### src/rtl/run_detect_pkg.sv
// Shared types and helpers for the run-of-four detector arbiter.
// The requester index width is sized for the largest supported NREQ.
package run_detect_pkg;

    localparam int NREQ_MAX = 8;
    localparam int IDX_W    = $clog2(NREQ_MAX);

    typedef enum logic [2:0] {
        IDLE,
        INIT,
        STREAM,
        DRAIN,
        REPORT
    } state_t;

    // First set request searching upward from last+1 with wrap at n.
    function automatic logic [IDX_W-1:0] rr_next(
        input logic [NREQ_MAX-1:0] r,
        input logic [IDX_W-1:0]    last,
        input int                  n
    );
        logic [IDX_W-1:0] res;
        logic             found;
        int               idx;
        res   = last;
        found = 1'b0;
        for (int k = 1; k <= NREQ_MAX; k++) begin
            idx = (int'(last) + k) % n;
            if (k <= n && !found && r[idx[IDX_W-1:0]]) begin
                res   = idx[IDX_W-1:0];
                found = 1'b1;
            end
        end
        return res;
    endfunction

endpackage

### src/rtl/run_detect_arbiter_if.sv
// Requester/result bundle between the bit sources, the arbiter and the consumer.
// master = source/consumer side, slave = arbiter side.
interface run_detect_arbiter_if #(
    parameter int NREQ = 4,
    parameter int HW   = 5
);
    logic [NREQ-1:0]         req;
    logic [NREQ-1:0]         gnt;
    logic [NREQ-1:0]         bit_in;
    logic [NREQ-1:0]         bit_valid;
    logic [NREQ-1:0]         bit_ready;
    logic                    done;
    logic [$clog2(NREQ)-1:0] done_id;
    logic [HW-1:0]           hit_count;
    logic                    abort;

    modport master (
        output req, bit_in, bit_valid,
        input  gnt, bit_ready, done, done_id, hit_count, abort
    );

    modport slave (
        input  req, bit_in, bit_valid,
        output gnt, bit_ready, done, done_id, hit_count, abort
    );
endinterface

### src/rtl/run4_detector.sv
// Run-of-four detector: hit pulses the cycle after the 4th identical accepted bit.
// Context only advances on en; clear restores the post-reset context.
module run4_detector (
    input  logic clk,
    input  logic rst_n,
    input  logic clear,
    input  logic en,
    input  logic b,
    output logic hit
);
    logic prev, first, q0, q1, z;
    logic a;

    assign a   = first ? 1'b0 : (b == prev);
    assign hit = z;

    always_ff @(posedge clk or negedge rst_n) begin
        if (!rst_n) begin
            prev  <= 1'b0;
            first <= 1'b1;
            q0    <= 1'b0;
            q1    <= 1'b0;
            z     <= 1'b0;
        end else if (clear) begin
            prev  <= 1'b0;
            first <= 1'b1;
            q0    <= 1'b0;
            q1    <= 1'b0;
            z     <= 1'b0;
        end else if (en) begin
            prev  <= b;
            first <= 1'b0;
            q0    <= a;
            q1    <= a & q0;
            z     <= a & q1;
        end else begin
            z     <= 1'b0;
        end
    end
endmodule

### src/rtl/run_detect_arbiter.sv
// Round-robin share of one run-of-four detector; counts hits over BURST_LEN bits per grant.
// Optional stall timeout enabled by RUN_DET_TIMEOUT_EN.
module run_detect_arbiter
    import run_detect_pkg::*;
#(
    parameter int NREQ      = 4,
    parameter int BURST_LEN = 16,
    parameter int HW        = $clog2(BURST_LEN + 1),
    parameter int TIMEOUT   = 64
) (
    input  logic               clk,
    input  logic               rst_n,
    run_detect_arbiter_if.slave bus
);
    localparam int IW = $clog2(NREQ);
    localparam int CW = $clog2(BURST_LEN + 1);

    if (NREQ < 2 || NREQ > NREQ_MAX || BURST_LEN < 4 || TIMEOUT < 1) begin : g_bad_cfg
        $error("run_detect_arbiter: unsupported parameter set");
    end

    state_t          state;
    logic [NREQ-1:0] gnt_q;
    logic [IW-1:0]   idx, last, nxt, done_id_q;
    logic [CW-1:0]   bit_cnt;
    logic [HW-1:0]   hit_cnt, hit_inc, hit_count_q;
    logic            done_q, accept, hit;

    assign nxt     = IW'(rr_next(NREQ_MAX'(bus.req), IDX_W'(last), NREQ));
    assign accept  = (state == STREAM) && bus.bit_valid[idx];
    assign hit_inc = hit_cnt + HW'(hit);

    run4_detector u_det (
        .clk   (clk),
        .rst_n (rst_n),
        .clear (state == INIT),
        .en    (accept),
        .b     (bus.bit_in[idx]),
        .hit   (hit)
    );

`ifdef RUN_DET_TIMEOUT_EN
    localparam int SW = $clog2(TIMEOUT + 1);
    logic [SW-1:0] stall_cnt;
    logic          abort_pend, abort_q;
    assign bus.abort = abort_q;
`else
    assign bus.abort = 1'b0;
`endif

    assign bus.gnt       = gnt_q;
    assign bus.bit_ready = (state == STREAM) ? gnt_q : '0;
    assign bus.done      = done_q;
    assign bus.done_id   = done_id_q;
    assign bus.hit_count = hit_count_q;

    always_ff @(posedge clk or negedge rst_n) begin
        if (!rst_n) begin
            state       <= IDLE;
            gnt_q       <= '0;
            idx         <= '0;
            last        <= IW'(NREQ - 1);
            bit_cnt     <= '0;
            hit_cnt     <= '0;
            done_q      <= 1'b0;
            done_id_q   <= '0;
            hit_count_q <= '0;
`ifdef RUN_DET_TIMEOUT_EN
            stall_cnt   <= '0;
            abort_pend  <= 1'b0;
            abort_q     <= 1'b0;
`endif
        end else begin
            done_q <= 1'b0;
            // z lags the accept by one cycle, so the DRAIN cycle still counts
            if (hit) hit_cnt <= hit_inc;
            case (state)
                IDLE: begin
                    if (|bus.req) begin
                        idx   <= nxt;
                        gnt_q <= NREQ'(1) << nxt;
                        state <= INIT;
                    end
                end
                INIT: begin
                    hit_cnt <= '0;
                    bit_cnt <= '0;
`ifdef RUN_DET_TIMEOUT_EN
                    stall_cnt  <= '0;
                    abort_pend <= 1'b0;
`endif
                    state   <= STREAM;
                end
                STREAM: begin
                    if (accept) begin
                        bit_cnt <= bit_cnt + 1'b1;
`ifdef RUN_DET_TIMEOUT_EN
                        stall_cnt <= '0;
`endif
                        if (bit_cnt == CW'(BURST_LEN - 1)) state <= DRAIN;
                    end
`ifdef RUN_DET_TIMEOUT_EN
                    else if (stall_cnt == SW'(TIMEOUT - 1)) begin
                        abort_pend <= 1'b1;
                        state      <= DRAIN;
                    end else begin
                        stall_cnt <= stall_cnt + 1'b1;
                    end
`endif
                end
                DRAIN: begin
                    done_q      <= 1'b1;
                    hit_count_q <= hit ? hit_inc : hit_cnt;
                    done_id_q   <= idx;
`ifdef RUN_DET_TIMEOUT_EN
                    abort_q     <= abort_pend;
`endif
                    state       <= REPORT;
                end
                REPORT: begin
                    last  <= idx;
                    gnt_q <= '0;
                    state <= IDLE;
                end
                default: state <= IDLE;
            endcase
        end
    end
endmodule

### src/flat_wrapper.sv
// flat-port wrapper written by rule: the top's interface ports become plain ports
module run_detect_arbiter_flat import run_detect_pkg::*;
#(
    parameter int NREQ      = 4,
    parameter int BURST_LEN = 16,
    parameter int HW        = $clog2(BURST_LEN + 1),
    parameter int TIMEOUT   = 64
)
  (clk, rst_n, bus_req, bus_bit_in, bus_bit_valid, bus_gnt, bus_bit_ready, bus_done, bus_done_id, bus_hit_count, bus_abort);
  run_detect_arbiter_if #(.NREQ(NREQ), .HW(HW)) bus_i ();
  input  logic clk;
  input  logic rst_n;
  input wire logic [$bits(bus_i.req)-1:0] bus_req;
  input wire logic [$bits(bus_i.bit_in)-1:0] bus_bit_in;
  input wire logic [$bits(bus_i.bit_valid)-1:0] bus_bit_valid;
  output wire logic [$bits(bus_i.gnt)-1:0] bus_gnt;
  output wire logic [$bits(bus_i.bit_ready)-1:0] bus_bit_ready;
  output wire logic [$bits(bus_i.done)-1:0] bus_done;
  output wire logic [$bits(bus_i.done_id)-1:0] bus_done_id;
  output wire logic [$bits(bus_i.hit_count)-1:0] bus_hit_count;
  output wire logic [$bits(bus_i.abort)-1:0] bus_abort;
  assign bus_i.req = bus_req;
  assign bus_i.bit_in = bus_bit_in;
  assign bus_i.bit_valid = bus_bit_valid;
  assign bus_gnt = bus_i.gnt;
  assign bus_bit_ready = bus_i.bit_ready;
  assign bus_done = bus_i.done;
  assign bus_done_id = bus_i.done_id;
  assign bus_hit_count = bus_i.hit_count;
  assign bus_abort = bus_i.abort;
  run_detect_arbiter #(.NREQ(NREQ), .BURST_LEN(BURST_LEN), .HW(HW), .TIMEOUT(TIMEOUT)) u_core (.clk(clk), .rst_n(rst_n), .bus(bus_i));
endmodule
### config.mk
export PLATFORM = sky130hd
export DESIGN_NAME = run_detect_arbiter_flat
export DESIGN_NICKNAME = d
export VERILOG_FILES = /design/src/rtl/run_detect_pkg.sv /design/src/rtl/run_detect_arbiter_if.sv /design/src/rtl/run4_detector.sv /design/src/rtl/run_detect_arbiter.sv /design/src/flat_wrapper.sv
export SDC_FILE = /design/constraint.sdc
export NUM_CORES = 1
export LEC_CHECK = 0
export BUFFER_PORTS_ARGS = -buffer_cell sky130_fd_sc_hd__buf_2
export CAP_MARGIN = 30
export CORE_AREA = 2 2 56 69
export CTS_BUF_LIST = sky130_fd_sc_hd__clkbuf_8 sky130_fd_sc_hd__clkbuf_16
export DETAILED_ROUTE_END_ITERATION = 7
export DIE_AREA = 0 0 58 71
export HOLD_SLACK_MARGIN = 0.03
export PLACE_DENSITY = 0.71
export SETUP_SLACK_MARGIN = 0.05
export SKIP_CTS_REPAIR_TIMING = 1
export SLEW_MARGIN = 10
export SYNTH_ARGS = -nofsm -noshare
export SYNTH_HDL_FRONTEND = slang
export SYNTH_SLANG_ARGS = --single-unit
### constraint.sdc
create_clock -name clk -period 2.2 [get_ports clk]
set_input_delay 0 -clock clk [delete_from_list [all_inputs] [get_ports clk]]
set_output_delay 0 -clock clk [all_outputs]
set_load 0.02 [all_outputs]
=== After elaboration in Yosys (flattened, before gate mapping) ===
Cells that the tools add are included.

* Reductions and logical operators: 20
* $add $sub $neg: 6
* Equal/unequal tests: 9
* Bitwise logic cells: 6
* Mux-type cells: 42
* Shift-type cells: 1
* $lt $le $gt $ge: 5

{| class="wikitable"
|+ Operators by type and width
! cell !! count
|-
| 1-bit two-way mux || 21
|-
| 3-bit by 4-bit < comparator with 1-bit output, second input constant || 4
|-
| 5-bit two-way mux || 3
|-
| 1-bit binary-select mux with 3-bit select || 4
|-
| 3-bit one-hot mux with 4 select lines || 1
|-
| 5-bit one-hot mux with 2 select lines || 1
|-
| 3-bit two-way mux || 3
|-
| 2-bit two-way mux || 4
|-
| 4-bit two-way mux || 2
|-
| 4-bit one-hot mux with 2 select lines || 1
|-
| 2-bit OR reduction || 4
|-
| 3-bit by 2-bit == test with 1-bit output, second input constant || 2
|-
| 2-bit AND reduction || 3
|-
| 2-bit nonzero test || 3
|-
| 5-bit by 1-bit adder with 5-bit output || 1
|-
| 5-bit by 1-bit adder with 5-bit output, second input constant || 1
|-
| 5-bit by 4-bit == test with 1-bit output, second input constant || 1
|-
| 2-bit by 1-bit adder with 2-bit output, second input constant || 2
|-
| 2-bit adder, second input constant || 2
|-
| 1-bit bitwise AND, first input constant || 4
|-
| 1-bit binary-select mux with 2-bit select || 2
|-
| 1-bit logical AND || 4
|-
| 2-bit by 1-bit inequality test with 1-bit output, second input constant || 2
|-
| 4-bit OR reduction || 1
|-
| other kinds (10) || 13
|}

* Register bits: 34
* Logic and storage cells: 103

=== Logic depth before layout (Yosys ltp) ===
* Word-level depth: 18
* Depth in mapped cells: 6
* Gate-level depth less buffers: 5

=== Modules after synthesis ===
Synthesis repeated with hierarchy kept, for this count alone.

* Cells, all modules: 148
* Area, all modules: 1,625.3 µm²

{| class="wikitable"
|+ Modules (own cells, without submodules)
! module !! sequential area each (µm²) !! times used !! area each (µm²) !! cells each
|-
| run_detect_arbiter || 728.2 || 1 || 1,407.6 || 131
|-
| run4_detector || 126.4 || 1 || 217.7 || 17
|}

=== Least setup slack after synthesis ===
No wires, ideal clock.

* Path kind: reg-to-reg
* From: register u_core.last[1]
* To: register u_core.gnt_q[0] (netlist: u_core.bus.gnt[0])
* Cell stages (with the launch flop): 6
* Setup time: 0.068 ns
* Data required time: 2.132 ns
* Clock period less this slack: 1.589 ns
* Path slack: 0.611 ns
* Data arrival time: 1.521 ns
* Cells stage by stage: dfstp_2 clkbuf_1 mux2i_1 nor2_1 nor3_1 a32o_1

* Cells in the longest elaborated chain, start to end: 18
* Elaborated cells between the ends (all ways): 36
* Those cells by class: add/sub (4); shift (1); mux (17); bitwise (4); reduce/logical (10)

{| class="wikitable"
|+ RTL lines
! item !! line !! source
|-
| start: declaration || run_detect_arbiter.sv:24 || <nowiki>logic [IW-1:0] idx, last, nxt, done_id_q;</nowiki>
|-
| start signal: assignment || run_detect_arbiter.sv:62 || <nowiki>last <= IW'(NREQ - 1);</nowiki>
|-
| start signal: assignment || run_detect_arbiter.sv:121 || <nowiki>last <= idx;</nowiki>
|-
| 2-bit by 1-bit adder with 2-bit output || run_detect_pkg.sv:28 || <nowiki>idx = (int'(last) + k) % n;</nowiki>
|-
| 2-bit OR reduction (no line) || - ||
|-
| 1-bit bitwise AND (no line) || - ||
|-
| 1-bit binary-select mux with 3-bit select || run_detect_pkg.sv:29 || <nowiki>if (k <= n && !found && r[idx[IDX_W-1:0]]) begin</nowiki>
|-
| 1-bit two-way mux (implied by the code) || run_detect_pkg.sv:29 ||
|-
| 1-bit two-way mux || run_detect_pkg.sv:29 ||
|-
| 1-bit logical NOT || run_detect_pkg.sv:29 ||
|-
| 1-bit logical AND || run_detect_pkg.sv:29 ||
|-
| [... 2 more ...] || - ||
|-
| 1-bit logical AND || run_detect_pkg.sv:29 ||
|-
| 1-bit two-way mux || run_detect_pkg.sv:29 ||
|-
| 1-bit logical NOT || run_detect_pkg.sv:29 ||
|-
| 1-bit logical AND || run_detect_pkg.sv:29 ||
|-
| 2-bit two-way mux * || run_detect_pkg.sv:29 ||
|-
| 1-bit by 2-bit left shift with 4-bit output * || run_detect_arbiter.sv:81 || <nowiki>gnt_q <= NREQ'(1) << nxt;</nowiki>
|-
| 4-bit two-way mux * || run_detect_arbiter.sv:79 || <nowiki>if (|bus.req) begin</nowiki>
|-
| 4-bit one-hot mux with 2 select lines * || run_detect_arbiter.sv:77 || <nowiki>case (state)</nowiki>
|-
| end signal: assignment || run_detect_arbiter.sv:81 ||
|-
| end: declaration || run_detect_arbiter.sv:23 || <nowiki>logic [NREQ-1:0] gnt_q;</nowiki>
|}

Every way passes the cells marked *; elsewhere a longest branch is shown, timed or not. The select of a mux whose other input is x is not followed.
A chain may end at the register's enable or synchronous reset.

=== Worst setup path after layout ===
* From: register u_core.idx[0]
* To: register u_core.u_det.q1

* Cells in the longest elaborated chain, start to end: 7
* Elaborated cells between the ends (all ways): 11
* Those cells by class: eq/ne (1); mux (7); bitwise (1); reduce/logical (2)

{| class="wikitable"
|+ RTL lines
! item !! line !! source
|-
| start: declaration || run_detect_arbiter.sv:24 ||
|-
| start signal: assignment || run_detect_arbiter.sv:80 || <nowiki>idx <= nxt;</nowiki>
|-
| 1-bit binary-select mux with 2-bit select || run_detect_arbiter.sv:38 || <nowiki>.b (bus.bit_in[idx]),</nowiki>
|-
| 1-bit two-way mux (implied by the code) || run_detect_arbiter.sv:38 ||
|-
| 1-bit == test || run4_detector.sv:14 || <nowiki>assign a = first ? 1'b0 : (b == prev);</nowiki>
|-
| 1-bit two-way mux || run4_detector.sv:14 ||
|-
| 1-bit bitwise AND || run4_detector.sv:34 || <nowiki>q1 <= a & q0;</nowiki>
|-
| 1-bit two-way mux || run4_detector.sv:30 || <nowiki>end else if (en) begin</nowiki>
|-
| 1-bit two-way mux || run4_detector.sv:24 || <nowiki>end else if (clear) begin</nowiki>
|-
| end signal: assignment || run4_detector.sv:34 ||
|-
| end: declaration || run4_detector.sv:11 || <nowiki>logic prev, first, q0, q1, z;</nowiki>
|}

Several ways; a longest one is shown, not always the timed one. The select of a mux whose other input is x is not followed.

==> run metrics <==
WHS Endpoint=u_core.bus.gnt[1]; pin count of the biggest net entering global routing=35; Pre-Repair DR Iteration Count=4; Post-Synthesis Cell Area=0.001668 mm2; Final #Nets=207; Setup Skew=12.41 ps; commonest non-fill, non-tap cell in the layout=dfrtp_1; Synth Instances=159; CTS max path bufs=2; most frequent cells in the layout=dfrtp_1 (31), buf_2 (29), nand2_1 (24); clock root buffer=clkbuf_8; worst hold path type=input port to register; Met2 Wirelength=1.926 mm; worst path cell trace=mux4_2 > and3_1 > o31ai_4 > o22ai_1; vias in the first global route=1,321; register bit count reported by yosys=34; post-DP HPWL=between 2 and 3 mm; FF-to-FF path depth=4; Critical Path AT=around 1900 ps; setup TNS=0 ps; row cnt=24; power density over the cells=1234 mW/mm2; layout cells sized above 1=0.2737; critical path startpoint category=register; Critical R2R Launch=u_core.idx[0]; Core ar.=roughly 0.0035 mm2; Seq/Total Area, Yosys=0.5124; crit share post-route=0.8067; top_reg_cell synth=dfrtp_1; CP max FO=9; Sink Count=34; clk_lat worst skew=290 ps; drc violations=0; Sw Pwr=0.0009169 W; min-delay src=bus_req[2]; Routed Antenna Nets=0; Clock power frac=0.245; Die Y-Extent=71 um; Netlist cell types=43; total power=0.002397 W; Max Cap Viol=0; Crit. End Element=register; worst-margin pin slew=731.2 ps; worst setup margin=425.2 ps; final wirelength=approximately 3.5 mm; die area=~0.0041 mm2; Reg2Reg Capture Point=u_core.u_det.q1; die width=58 um; wire length per cell=15.23 um; Final Wtd Congestion=0.7565; status=finished clean; vias per cell=5.581; max-slew violation count=0; delay-heaviest family, CP=multiplexers; sequential fraction of design power=0.421; final worst path period need=about 1800 ps; slew margin rel.=0.5125; Tot GR Track Use=0.1903; CTS tree=yes; maximum VDD drop=~750 uV; Area Overhead vs Synth=16.50%; synth warn=0; clock slew at reported path FFs=70 ps; Place WS=around 450 ps; Fillers=roughly 320; Detailed Route Iter0 Violations=approximately 50; Max stage delay on crit path=580 ps; routed wl met3=roughly 150 um; DR top layer=met4; final hold violation count=0; sw frac=0.3825; Int Pwr=0.001480 W; CP required=~2400 ps; Final Setup Violations=0; Initial Utilization=0.4788; WHS Path Cells=5; vias post-DR=1,278; Synthesized Nets=between 150 and 200; Fmax achieved=~560 MHz; Avg Synthesized Cell Area=10.49 um2; RSZ-0062 raised after global routing=no; R2R Setup Slk=430 ps; slowest CP cell=mux4_2; io pins=31; asr flop ratio synth=1.000; ANT cells=0; Comb power frac=0.334; kind of critical path=register to register; Pleak=0.9720 nW; htree depth=2; first-pass GRT wire length=5.940 mm; Crit path buffers/inverters=0; Post-synth EDFFs=0; port buffer count=29; total CTS buffers=5; initial antenna violation count=0; total grt overflow=0; wl on met1=1.351 mm
==> cells in the mapped netlist, types with 2 or more instances <==
master	instances	area, um2
buf_6	2	22.52
mux2i_1	5	50.05
and3_1	6	37.54
xor2_1	3	26.28
nand3_1	5	25.02
mux2_2	3	33.78
nand4_1	2	12.51
or3_1	2	12.51
o21ai_0	11	55.05
dfrtp_1	31	775.7
a32o_1	2	20.02
nor2_1	12	45.04
a21oi_1	5	25.02
o2bb2ai_1	2	17.52
ha_1	4	50.05
nor3b_1	2	15.01
nand2_1	24	90.09
nor3_1	4	20.02
inv_1	5	18.77
clkbuf_1	4	15.01
dfstp_2	3	78.83
==> metal layers <==
layer,GRT usage,vias to the layer above
met3,0.05302,6
met4,0.08527,0
met5,0,-
li1,-,616
met2,0.3270,24
met1,0.2168,632
==> final cells by class <==
type	count	area [um2]	share of cell area
Clock buffer	6	82.58	0.04250
Sequential cell	34	854.6	0.4398
Tap cell	39	48.80	0.02511
Multi-Input combinational cell	113	749.5	0.3857
Clock inverter	2	33.78	0.01739
Inverter	5	18.77	0.009659
Timing Repair Buffer	30	155.1	0.07985
==> cells by family (layout without fill, tap and decap cells) <==
| kind of cell | count (synthesis) | after routing | share of synthesized area |
|---|---|---|---|
| compound gates | 28 | 28 | 0.1298 |
| xor+xnor | 3 | 3 | 0.01576 |
| buf+inv | 12 | 43 | 0.03826 |
| other cells | 1 | 1 | 0.002248 |
| simple gates | 68 | 68 | 0.2078 |
| flops | 34 | 34 | 0.5124 |
| mux | 9 | 9 | 0.06376 |
| fa+ha+maj | 4 | 4 | 0.03001 |
==> power groups by stage <==
stage | sequential (W) | combinational [W] | clock, W
2_1_floorplan | 0.000986 | 0.000621 | 0
3_3_place_gp | 0.000999 | 0.000770 | 0
3_5_place_dp | 0.00102 | 0.000798 | 0
4_1_cts | 0.00100 | 0.000810 | 0.000596
5_1_grt | 0.00104 | 0.000890 | 0.000626
6_report | 0.00101 | 0.000801 | 0.000587
==> worst max path at each step <==
stage | endpoint | cells after the start | start
floorplan | u_core.bus.gnt[0] | 5 | u_core.last[1]
global placement | u_core.u_det.q1 | 4 | u_core.idx[0]
detailed placement | u_core.u_det.q1 | 4 | u_core.idx[0]
CTS | u_core.u_det.q1 | 4 | u_core.idx[0]
global route | u_core.bit_cnt[3] | 4 | u_core.idx[0]
finish | u_core.u_det.q1 | 4 | u_core.idx[0]
==> registers in the layout (all words and copies together) (netlist names), 2 cells and up <==
| name | flops |
|---|---|
| u_core.bit_cnt | 5 |
| u_core.bus.hit_count | 5 |
| u_core.hit_cnt | 5 |
| u_core.bus.gnt | 4 |
| u_core.state | 3 |
| u_core.bus.done_id | 2 |
| u_core.idx | 2 |
| u_core.last | 2 |
==> metrics by stage <==
| stage | hold WS [ps] | utilization | area (um2) | std cells |
|---|---|---|---|---|
| 2_1_floorplan | -295.6 | - | 1668 | 159 |
| 3_3_place_gp | 92.49 | 0.5216 | 1817 | 220 |
| 3_5_place_dp | 103.5 | 0.5216 | 1817 | 220 |
| 4_1_cts | -212.3 | 0.5550 | 1933 | 228 |
| 5_1_grt | 270.1 | 0.5578 | 1943 | 229 |
| 6_report | 217.0 | 0.5578 | 1943 | 229 |
==> worst reg2reg max path, stage by stage, from the launching register on <==
cell	delay [ps]
dfrtp_1	520
mux4_2	580
and3_1	300
o31ai_4	110
o22ai_1	120
Power figures use the tool's default switching activity.
